**config.mk**
```make
export PLATFORM = sky130hd
export DESIGN_NAME = bcd_convert_arbiter
export DESIGN_NICKNAME = d
export VERILOG_FILES = /design/src/rtl/bcd_convert_arbiter.sv
export SDC_FILE = /design/constraint.sdc
export NUM_CORES = 1
export LEC_CHECK = 0
export BUFFER_PORTS_ARGS = -buffer_cell sky130_fd_sc_hd__buf_4
export CORE_AREA = 3 3 106 108
export DETAILED_ROUTE_END_ITERATION = 7
export DIE_AREA = 0 0 109 111
export PLACE_DENSITY = 0.91
export SLEW_MARGIN = 20
export SYNTH_ARGS = -nofsm -noshare
export SYNTH_HDL_FRONTEND = slang
export SYNTH_SLANG_ARGS = --single-unit
```
**constraint.sdc**
```tcl
create_clock -name clock -period 4.1 [get_ports clock]
set_input_delay 0.205 -clock clock [delete_from_list [all_inputs] [get_ports clock]]
set_output_delay 0.205 -clock clock [all_outputs]
set_load 0.01 [all_outputs]
```
**src/rtl/bcd_convert_arbiter.sv**
```systemverilog
// bcd_convert_arbiter: round-robin shared binary-to-BCD engine (double dabble, one bit per cycle)
// with saturation of results above the displayable digit count.
module bcd_convert_arbiter #(
    parameter int WIDTH  = 32,
    parameter int DIGITS = 6
) (
    input  logic                  clock,
    input  logic                  reset,
    input  logic                  req0,
    input  logic [WIDTH-1:0]      value0,
    input  logic                  req1,
    input  logic [WIDTH-1:0]      value1,
    output logic                  gnt0,
    output logic                  gnt1,
    output logic                  busy,
    output logic                  done,
    output logic                  done_id,
    output logic [4*DIGITS-1:0]   digits,
    output logic                  overflow
);
    localparam int BCDW = 40;
    localparam int SRW  = BCDW + WIDTH;
    localparam int CW   = $clog2(WIDTH);

    typedef enum logic [1:0] {IDLE, SHIFT, DONE} state_t;

    state_t              state, state_n;
    logic [SRW-1:0]      sr, sr_n, adj;
    logic [CW-1:0]       cnt, cnt_n;
    logic                id, id_n, last, last_n, pick1;
    logic                gnt0_n, gnt1_n, busy_n, done_n, done_id_n, overflow_n;
    logic [4*DIGITS-1:0] digits_n;
    logic [BCDW-4*DIGITS-1:0] hi;

    always_ff @(posedge clock or posedge reset) begin
        if (reset) begin
            state    <= IDLE;
            sr       <= '0;
            cnt      <= '0;
            id       <= 1'b0;
            last     <= 1'b1;
            gnt0     <= 1'b0;
            gnt1     <= 1'b0;
            busy     <= 1'b0;
            done     <= 1'b0;
            done_id  <= 1'b0;
            digits   <= '0;
            overflow <= 1'b0;
        end else begin
            state    <= state_n;
            sr       <= sr_n;
            cnt      <= cnt_n;
            id       <= id_n;
            last     <= last_n;
            gnt0     <= gnt0_n;
            gnt1     <= gnt1_n;
            busy     <= busy_n;
            done     <= done_n;
            done_id  <= done_id_n;
            digits   <= digits_n;
            overflow <= overflow_n;
        end
    end

    always_comb begin
        adj = sr;
        for (int i = 0; i < BCDW / 4; i++)
            adj[WIDTH+4*i +: 4] = (sr[WIDTH+4*i +: 4] >= 4'd5) ? sr[WIDTH+4*i +: 4] + 4'd3 : sr[WIDTH+4*i +: 4];
        hi         = sr[WIDTH+4*DIGITS +: BCDW-4*DIGITS];
        pick1      = req1 && (!req0 || !last);
        state_n    = state;
        sr_n       = sr;
        cnt_n      = cnt;
        id_n       = id;
        last_n     = last;
        gnt0_n     = 1'b0;
        gnt1_n     = 1'b0;
        busy_n     = busy;
        done_n     = 1'b0;
        done_id_n  = done_id;
        digits_n   = digits;
        overflow_n = overflow;
        case (state)
            IDLE: if (req0 || req1) begin
                state_n = SHIFT;
                sr_n    = {{BCDW{1'b0}}, pick1 ? value1 : value0};
                cnt_n   = '0;
                id_n    = pick1;
                last_n  = pick1;
                gnt0_n  = !pick1;
                gnt1_n  = pick1;
                busy_n  = 1'b1;
            end
            SHIFT: begin
                sr_n    = {adj[SRW-2:0], 1'b0};
                cnt_n   = CW'(cnt + 1'b1);
                state_n = (cnt == CW'(WIDTH - 1)) ? DONE : SHIFT;
            end
            DONE: begin
                // anything in the upper digits cannot be shown, so pin the display at all nines
                digits_n   = |hi ? {DIGITS{4'h9}} : sr[WIDTH +: 4*DIGITS];
                overflow_n = |hi;
                done_n     = 1'b1;
                done_id_n  = id;
                busy_n     = 1'b0;
                state_n    = IDLE;
            end
            default: state_n = IDLE;
        endcase
    end
endmodule

```
==> results of run 1 <==
[cell type report]
class,count,area (um^2)
tap,136,170
clock inverter,6,45.0
inverter,22,87.6
timing repair buffer,104,781
sequential,111,2780
fill,742,3540
clock buffer,10,128
multi-input combinational,384,2790
[per-layer routing]
layer  part of all wire, %  global-route usage, %
met1                    41                   28.7
met2                    50                   35.5
met3                   5.9                   3.03
met4                   2.5                   8.75
met5                     0                      0
[cell usage in the layout, fill, tap and decap left out, drive strengths merged, types with 24 or more instances in the layout]
| cell type | instances |
|---|---|
| dfrtp | 110 |
| buf | 104 |
| nand2 | 53 |
| nor2 | 48 |
| nor3b | 35 |
| mux2i | 32 |
| a211oi | 31 |
| o21ai | 30 |
| ha | 26 |
| inv | 24 |
[report_power, final]
group | leakage (uW) | total [uW] | switching [uW] | internal, uW
clock network | 0.0000910 | 605 | 379 | 226
registers | 0.00141 | 1850 | 338 | 1510
logic | 0.00167 | 1890 | 1010 | 875
total | 0.00317 | 4340 | 1730 | 2610
[worst max-delay path by stage]
stage	from	to	slack [ns]	cells after the start
CTS	sr[60]$_DFFE_PP0P_	digits[7]$_DFFE_PP0P_	1.74	6
global route	sr[60]$_DFFE_PP0P_	digits[7]$_DFFE_PP0P_	1.57	6
global placement	state[1]$_DFFE_PP0P_	sr[30]$_DFFE_PP0P_	1.90	4
detailed placement	sr[60]$_DFFE_PP0P_	digits[13]$_DFFE_PP0P_	1.77	5
floorplan	reset	busy$_DFFE_PP0P_	0.97	1
finish	sr[60]$_DFFE_PP0P_	digits[7]$_DFFE_PP0P_	1.72	6
[metrics by stage]
stage | instance area, um^2 | instances
3_5_place_dp | 6610 | 757
2_1_floorplan | 5900 | 555
3_3_place_gp | 6610 | 757
4_1_cts | 6780 | 773
5_1_grt | 6780 | 773
6_report | 6780 | 773
[cells by family after synthesis]
| group | synth area share [%] |
|---|---|
| DFF | 47.1 |
| AOI/OAI and AO/OA | 18.3 |
| and+or+nand+nor | 15.5 |
| adders and majority gates | 5.51 |
| buffers and inverters | 5.81 |
| xor gates and xnor gates | 2.37 |
| muxes | 5.43 |
[flip-flops by register name, summed over array words and instances, names as in the netlist]
register / cells
busy: 1
gnt0: 1
id: 1
done: 1
sr: 72
cnt: 5
last: 1
done_id: 1
digits: 24
state: 2
overflow: 1
gnt1: 1
==> results.md, run 1 <==
* Initial antenna violation count at 0
* Number of synthesized flops with an enable pin at 0
* Required @ worst endpoint at 4.37 ns
* Tmin final at 2.38 ns
* Slew at the pin with the worst max-slew slack at 1.05 ns
* Nets@finish at 726
* Syn Nets at 649
* Share of layout cells above drive strength 1 at 24.8%
* Clock Skew at 0.0165 ns
* Slowest library cell on the worst path: nand3_1
* Worst Reg2Reg Path Length in Cells at 6
* RePlAce Congestion at 0.810
* First-pass GRT wire length at 21500 um
* Pre-CTS setup slack at 1.77 ns
* Yosys reg bits at 111
* DIE HEIGHT at 111 um
* H-tree depth at 3
* Vias in the first global route at 4526
* Die W at 109 um
* Post-synthesis sequential area ratio at 47.1%
* Setup ws final at 1.72 ns
* Synthesized area at 5900 um^2
* Clock Latency Late Sink at 0.37 ns
* Worst-path clk slew at 0.11 ns
* Crit path DAT at 2.64 ns
* I/O Buffers at 97
* Tot GR Track Use at 21.7%
* Reg-to-reg startpoint: sr[60]$_DFFE_PP0P_
* Postcts setup bufs at 0
* CTS Buf Count at 9
* FP Rows at 37
* Clock sink count at 111
* Global route total overflow at 0
* R2r setup slk at 1.72 ns
* Most common cell in the synthesized netlist: dfrtp_1
* 1st-iter DRT viols at 291
* 1st-pass router iterations at 5
* Crit-path leading delay family: simple AND/OR/NAND/NOR gates
* Final core occ at 65.7%
* FF-to-FF End: digits[7]$_DFFE_PP0P_
* Failing checks: hold timing
* Final wirelength at 12900 um
* Final Hold Viols at 61
* Primary FF master, synth: dfrtp_1
* Post-route setup TNS at 0 ns
* CTS tree: done
* Min Hold Slack at -0.0359 ns
* CP Cell Sequence: inv_1, ha_1, nor4bb_1, nand3_1, o21ai_0, nand2_1
* Slew HR at 29.7%
* CP max stage delay at 0.68 ns
* DRT antenna net count at 0
* Die ar. at 12100 um^2
* # IOs at 98
* Final Slew Violations at 0
* Core area at 10300 um^2
* Status: complete, but fails checks
* Post-synth top area cell: dfrtp_1
* Pwr/cell area at 640 nW/um^2
* Clk buf depth at 2
* Netlist cell types at 45
* Synth-to-layout area growth at 14.9%
* Area share of the largest cell type after synthesis at 46.6%
* Starting density of the core at 57.2%
* CP Class: flop to flop
* Crit share post-route at 58.0%
* Routed len/inst at 16.6 um
* Async SR Flop Fraction at 100%
* Leakage at 0.00317 uW
* Mapped Cells at 555
* HP Class: input port to async pin
* Post-DP HPWL at 8760 um
* Synth warn at 0
* Worst vdd ir at 0.000268 V
* DRC Markers at 0
* Antenna cell count at 0
* Via count at 4613
* CP endpoint kind: flop
* Pwr Total at 4340 uW
* CP startpoint kind: flop
* Buf+Inv Stages, Crit Path at 1
* Unrepaired setup endpoints after global routing: no
* FMAX at 420 MHz
* Post_cts resized at 0
* Top cells by instance count after synthesis: dfrtp_1, nand2_1, nor2_1, nor3b_1, mux2i_1
* Cts hold-fix bufs at 0
* Largest cells by area after synthesis: dfrtp_1, a211oi_2, ha_1
* Max-Cap Viols at 0
* Worst-path maximum fanout at 25
* Final Setup Violations at 0
* Clk root buf: clkbuf_8
* Largest net degree at the start of global routing at 86
* Drt via density at 5.97
* Syn_area_per_cell at 10.6 um^2
Power figures use the tool's default switching activity.
==> inputs of run 2 (changes only) <==
--- a/config.mk
+++ b/config.mk
@@ -6,10 +6,10 @@
 export NUM_CORES = 1
 export LEC_CHECK = 0
 export BUFFER_PORTS_ARGS = -buffer_cell sky130_fd_sc_hd__buf_4
-export CORE_AREA = 3 3 106 108
+export CORE_AREA = 3 3 112 114
 export DETAILED_ROUTE_END_ITERATION = 7
-export DIE_AREA = 0 0 109 111
-export PLACE_DENSITY = 0.91
+export DIE_AREA = 0 0 115 117
+export PLACE_DENSITY = 0.86
 export SLEW_MARGIN = 20
 export SYNTH_ARGS = -nofsm -noshare
 export SYNTH_HDL_FRONTEND = slang
==> constraint.sdc (replaced) <==
create_clock -name clock -period 1.9 [get_ports clock]
set_input_delay 0.095 -clock clock [delete_from_list [all_inputs] [get_ports clock]]
set_output_delay 0.095 -clock clock [all_outputs]
set_load 0.01 [all_outputs]
==> run 2 against run 1 <==
Net effect:
- the run now ends clean
- routed wire length is 4.7% higher
- setup slack worse by 1.6 ns
- non-clock buffer count increased by 9
- clock skew down 0.0087 ns
- register-to-register slack lost 1.6 ns
- worst hold slack gained 0.087 ns
==> results.md, run 2 (synthesis results as in run 1) <==
* Global route total overflow at 0
* Crit path DAT at 1.98 ns
* Slew HR at 59.3%
* Initial antenna violation count at 0
* Pwr Total at 10000 uW
* Tot GR Track Use at 20.5%
* Switching Share at 37.5%
* Clock power share at 18.9%
* FP Rows at 39
* Synth-to-layout area growth at 19.5%
* Final Slew Violations at 0
* CP Class: flop to flop
* Clk buf depth at 2
* Min Hold Slack at 0.0516 ns
* Tmin final at 1.75 ns
* Register bank with the most flops: sr
* Most common cell after layout, fill and taps aside: dfrtp_1
* Register area at 2780 um^2
* Worst vdd ir at 0.000629 V
* Area of the multi-input gates at 2790 um^2
* Core area at 11500 um^2
* NetSw at 3770 uW
* Sequential power share at 39.8%
* Clock sink count at 111
* Worst-path maximum fanout at 25
* Drt via density at 5.90
* First-pass GRT wire length at 22200 um
* Pint at 6270 uW
* Registers with the most flip-flops: sr: 72 flops, digits: 24 flops, cnt: 5 flops
* Post-route setup TNS at 0 ns
* Status: finished clean
* Nets@finish at 735
* Post-DP HPWL at 9130 um
* Slowest library cell on the worst path: dfrtp_1
* Largest net degree at the start of global routing at 61
* DIE HEIGHT at 117 um
* Die W at 115 um
* Clock Latency Late Sink at 0.35 ns
* 1st-iter DRT viols at 356
* CTS Buf Count at 9
* Combinational cell fraction of total power at 41.3%
* H-tree depth at 3
* Final Hold Viols at 0
* Slew at the pin with the worst max-slew slack at 0.605 ns
* Pwr/cell area at 1420 nW/um^2
* Leakage at 0.00328 uW
* Die ar. at 13500 um^2
* # IOs at 98
* Max-Cap Viols at 0
* R2r setup slk at 0.15 ns
* CP endpoint kind: flop
* RePlAce Congestion at 0.811
* Max reg flops at 72
* Post_cts resized at 0
* CP max stage delay at 0.40 ns
* Clk root buf: clkbuf_16
* CP Cell Sequence: inv_1, ha_1, nor4bb_1, nand3_1, buf_4, o31ai_1
* Final wirelength at 13500 um
* CP startpoint kind: flop
* DRT antenna net count at 0
* Commonest cells after routing, fill and taps aside: dfrtp_1, buf_4, nand2_1
* Vias in the first global route at 4549
* Crit share post-route at 92.1%
* Worst-path clk slew at 0.07 ns
* Clock Skew at 0.00777 ns
* Antenna cell count at 0
* Starting density of the core at 51.2%
* FMAX at 571 MHz
* 1st-pass router iterations at 5
* DRC Markers at 0
* Final Setup Violations at 0
* Filler Cell Count at 894
* Required @ worst endpoint at 2.13 ns
* CTS tree: done
* Via count at 4653
* I/O Buffers at 97
* Unrepaired setup endpoints after global routing: no
* Share of layout cells above drive strength 1 at 25.7%
* HP Class: input port to flop
* Routed len/inst at 17.0 um
[run 2: cell types whose count changed in the layout (fill, tap and decap cells not counted), sizes merged]
cell,change
clkinvlp,+3
buf,+7
clkinv,-1
inv,-3
dlygate4sd3,+2
bufinv,+1
[run 2: metal layers]
| layer | track usage (%) | vias to the layer above | routed length [um] |
|---|---|---|---|
| met2 | 34.3 | 128 | 6920 |
| met1 | 27.6 | 2340 | 5730 |
| met5 | 0 | - | 0 |
| met3 | 3.24 | 17 | 612 |
| li1 | - | 2168 | - |
| met4 | 6.18 | 0 | 194 |
[run 2: path summary, 6_finish.rpt]
path	from	endpoint	cells after the start
setup / recovery	sr[60]$_DFFE_PP0P_	digits[9]$_DFFE_PP0P_	6
setup reg to reg	sr[60]$_DFFE_PP0P_	digits[9]$_DFFE_PP0P_	6
hold / removal	req1	last$_DFFE_PP1P_	3
max in group asynchronous	reset	last$_DFFE_PP1P_	4
hold reg to reg	digits[12]$_DFFE_PP0P_	digits[12]$_DFFE_PP0P_	2
min in group asynchronous	reset	done$_DFF_PP0_	3
[run 2: power groups by stage]
stage                     combinational (uW)  clock (uW)  sequential [uW]
after floorplan                         3230           0             3820
after global placement                  3840           0             3930
after detailed placement                4110           0             3990
after CTS                               4160        1920             3970
after global routing                    4640        2020             4110
final                                   4150        1900             3990
[run 2: through the flow]
step	setup slack (ns)	cells	utilization (%)	instance area (um^2)
finish	0.149	789	61.2	7050
floorplan	0.376	555	-	5910
CTS	0.156	789	61.2	7050
global placement	0.302	771	58.5	6730
detailed placement	0.216	771	58.5	6730
global route	0.0384	789	61.2	7050
[run 2: timing repair]
item	in CTS	in global routing
hold buffers	2	0
hold endpoints to repair	24	0
buffers inserted	0	0
[run 2: layout make-up]
cell class,count,share of cell area [%]
inverters,22,1.22
multi-input cells,384,39.6
repair buffers,113,13.0
clock inverters,6,0.852
flip-flops and latches,111,39.4
clock buffers,10,3.39
well taps,143,2.54
[run 2: critical path: cells and delay by family (launching register included)]
| family | cells | cell delay (ns) |
|---|---|---|
| flip-flops | 1 | 0.40 |
| adder cells (fa/ha/maj) | 1 | 0.16 |
| AND/OR/NAND/NOR | 2 | 0.40 |
| AO/OA/AOI/OAI | 1 | 0.28 |
| buffers and inverters | 2 | 0.38 |
==> inputs of run 3 (changes only) <==
--- a/config.mk
+++ b/config.mk
@@ -6,10 +6,10 @@
 export NUM_CORES = 1
 export LEC_CHECK = 0
 export BUFFER_PORTS_ARGS = -buffer_cell sky130_fd_sc_hd__buf_4
-export CORE_AREA = 3 3 112 114
+export CORE_AREA = 3 3 106 108
 export DETAILED_ROUTE_END_ITERATION = 7
-export DIE_AREA = 0 0 115 117
-export PLACE_DENSITY = 0.86
+export DIE_AREA = 0 0 109 111
+export PLACE_DENSITY = 0.91
 export SLEW_MARGIN = 20
 export SYNTH_ARGS = -nofsm -noshare
 export SYNTH_HDL_FRONTEND = slang
==> constraint.sdc (replaced) <==
create_clock -name clock -period 1.95 [get_ports clock]
set_input_delay 0.0975 -clock clock [delete_from_list [all_inputs] [get_ports clock]]
set_output_delay 0.0975 -clock clock [all_outputs]
set_load 0.01 [all_outputs]
==> run 3 against run 2 <==
Net effect:
- setup slack better by 0.078 ns
- sequential share of layout area is 0.86 points higher
- via count is 2.0% lower
- fmax is 1.6% higher
- worst hold slack worse by 0.025 ns
- clock skew is 0.0010 ns higher
- sequential power is 3% lower
- final area is 2.1% lower
- die area is 10% lower
- critical endpoint is now digits[0]$_DFFE_PP0P_
- largest cell class unchanged
==> results.md, run 3 (synthesis results as in run 1) <==
* Status: finished clean
* Reg-to-reg startpoint: sr[60]$_DFFE_PP0P_
* Buf+Inv Stages, Crit Path at 2
* Crit-path leading delay family: simple AND/OR/NAND/NOR gates
* H-tree depth at 3
* R2r setup slk at 0.23 ns
* Filler Cell Count at 707
* Unrepaired setup endpoints after global routing: no
* CP Class: flop to flop
* Post_cts resized at 0
* Area of the multi-input gates at 2790 um^2
* Starting density of the core at 57.2%
* Clk root buf: clkbuf_8
* Post-DP HPWL at 8810 um
* CTS tree: done
* FF-to-FF End: digits[0]$_DFFE_PP0P_
* 1st-pass router iterations at 4
* Registers with the most flip-flops: sr: 72 flops, digits: 24 flops, cnt: 5 flops
* CTS Buf Count at 9
* CP max stage delay at 0.41 ns
* Crit share post-route at 88.4%
* Min-delay src: req1
* Worst-path clk slew at 0.10 ns
* FMAX at 580 MHz
* CP startpoint: sr[60]$_DFFE_PP0P_
* Final Hold Viols at 0
* Core area at 10300 um^2
* Pwr Total at 9280 uW
* Register bank with the most flops: sr
* Clk buf depth at 2
* Die W at 109 um
* Max-Cap Viols at 0
* Worst vdd ir at 0.000579 V
* CP Cell Sequence: inv_1, ha_1, nor4bb_1, nand3_1, buf_4, o21ai_0, nand2_1
* Clock Latency Late Sink at 0.37 ns
* DRT antenna net count at 0
* CP startpoint kind: flop
* RePlAce Congestion at 0.792
* Tot GR Track Use at 22.0%
* Worst-path maximum fanout at 25
* Slew HR at 47.4%
* Synth-to-layout area growth at 16.9%
* Worst Reg2Reg Path Length in Cells at 7
* Die ar. at 12100 um^2
* DIE HEIGHT at 111 um
* 1st-iter DRT viols at 425
* Commonest cells after routing, fill and taps aside: dfrtp_1, buf_4, nand2_1
* Tmin final at 1.72 ns
* First-pass GRT wire length at 21800 um
* Via count at 4560
* Hold path cells at 3
* I/O Buffers at 97
* Crit path DAT at 1.99 ns
* Final Slew Violations at 0
* Register area at 2780 um^2
* Share of layout cells above drive strength 1 at 25.3%
* Largest net degree at the start of global routing at 112
* Routed len/inst at 16.5 um
* Global route total overflow at 0
* # IOs at 98
* DRC Markers at 0
* Initial antenna violation count at 0
* Design area at 6900 um^2
* Max reg flops at 72
* Vias in the first global route at 4646
* Required @ worst endpoint at 2.22 ns
* Clock sink count at 111
* Placed cell area at 6680 um^2
* Leakage at 0.00322 uW
* Antenna cell count at 0
* Most common cell after layout, fill and taps aside: dfrtp_1
* Slew at the pin with the worst max-slew slack at 0.781 ns
* Stages on worst setup path at 7
* Final wirelength at 12900 um
* Slowest library cell on the worst path: dfrtp_1
* Drt via density at 5.85
* Clock Skew at 0.00878 ns
* Hold EP: last$_DFFE_PP1P_
* FP Rows at 37
* Nets@finish at 733
* Pwr/cell area at 1340 nW/um^2
* CP endpoint kind: flop
* HP Class: input port to flop
* Post-route setup TNS at 0 ns
* Final Setup Violations at 0
## run 3: stage by stage
step                std cells  hold slack, ns  util, %  setup slack (ns)
floorplan                 555           0.167        -             0.426
detailed placement        762           0.326     64.7             0.262
finish                    780          0.0265     66.9             0.227
global route              780          0.0225     66.9            0.0325
CTS                       780          0.0132     66.9             0.237
global placement          762           0.316     64.7             0.351
## run 3: report_power, final
part	switching [uW]	internal (uW)	leakage, uW
Combinational	2120	1880	0.00170
Sequential	713	3170	0.00141
Clock	768	631	0.0000997
## run 3: layer usage
layer	GRT usage, %	vias up	wire (um)	part of all wire, %
met5	0	-	0	0
met4	6.23	0	156	1.2
met3	4.48	14	600	4.7
met2	36.2	144	6650	52
met1	29.3	2253	5450	42
li1	-	2149	-	-
## run 3: repair_timing
| action | CTS | global route |
|---|---|---|
| setup buffers | 0 | 0 |
| setup endpoints to repair | 0 | 0 |
| hold buffers | 2 | 0 |
| hold endpoints to repair | 111 | 0 |
## run 3: tightest hold or removal path: cells and delay by family
kind,cells,cell delay (ns)
AO/OA/AOI/OAI,2,0.17
buffers and inverters,1,0.14
## run 3: cell type report
| class | count | share of cell area [%] |
|---|---|---|
| Multi-Input combinational cell | 384 | 40.5 |
| Sequential cell | 111 | 40.3 |
| Timing Repair Buffer | 111 | 12.7 |
| Tap cell | 136 | 2.47 |
| Clock buffer | 11 | 2.05 |
| Inverter | 22 | 1.25 |
| Clock inverter | 5 | 0.816 |
## run 3: worst max-delay path by stage
stage,end
after detailed placement,sr[66]$_DFFE_PP0P_
final,digits[0]$_DFFE_PP0P_
after global placement,sr[30]$_DFFE_PP0P_
after CTS,sr[66]$_DFFE_PP0P_
after floorplan,digits[8]$_DFFE_PP0P_
after global routing,digits[15]$_DFFE_PP0P_
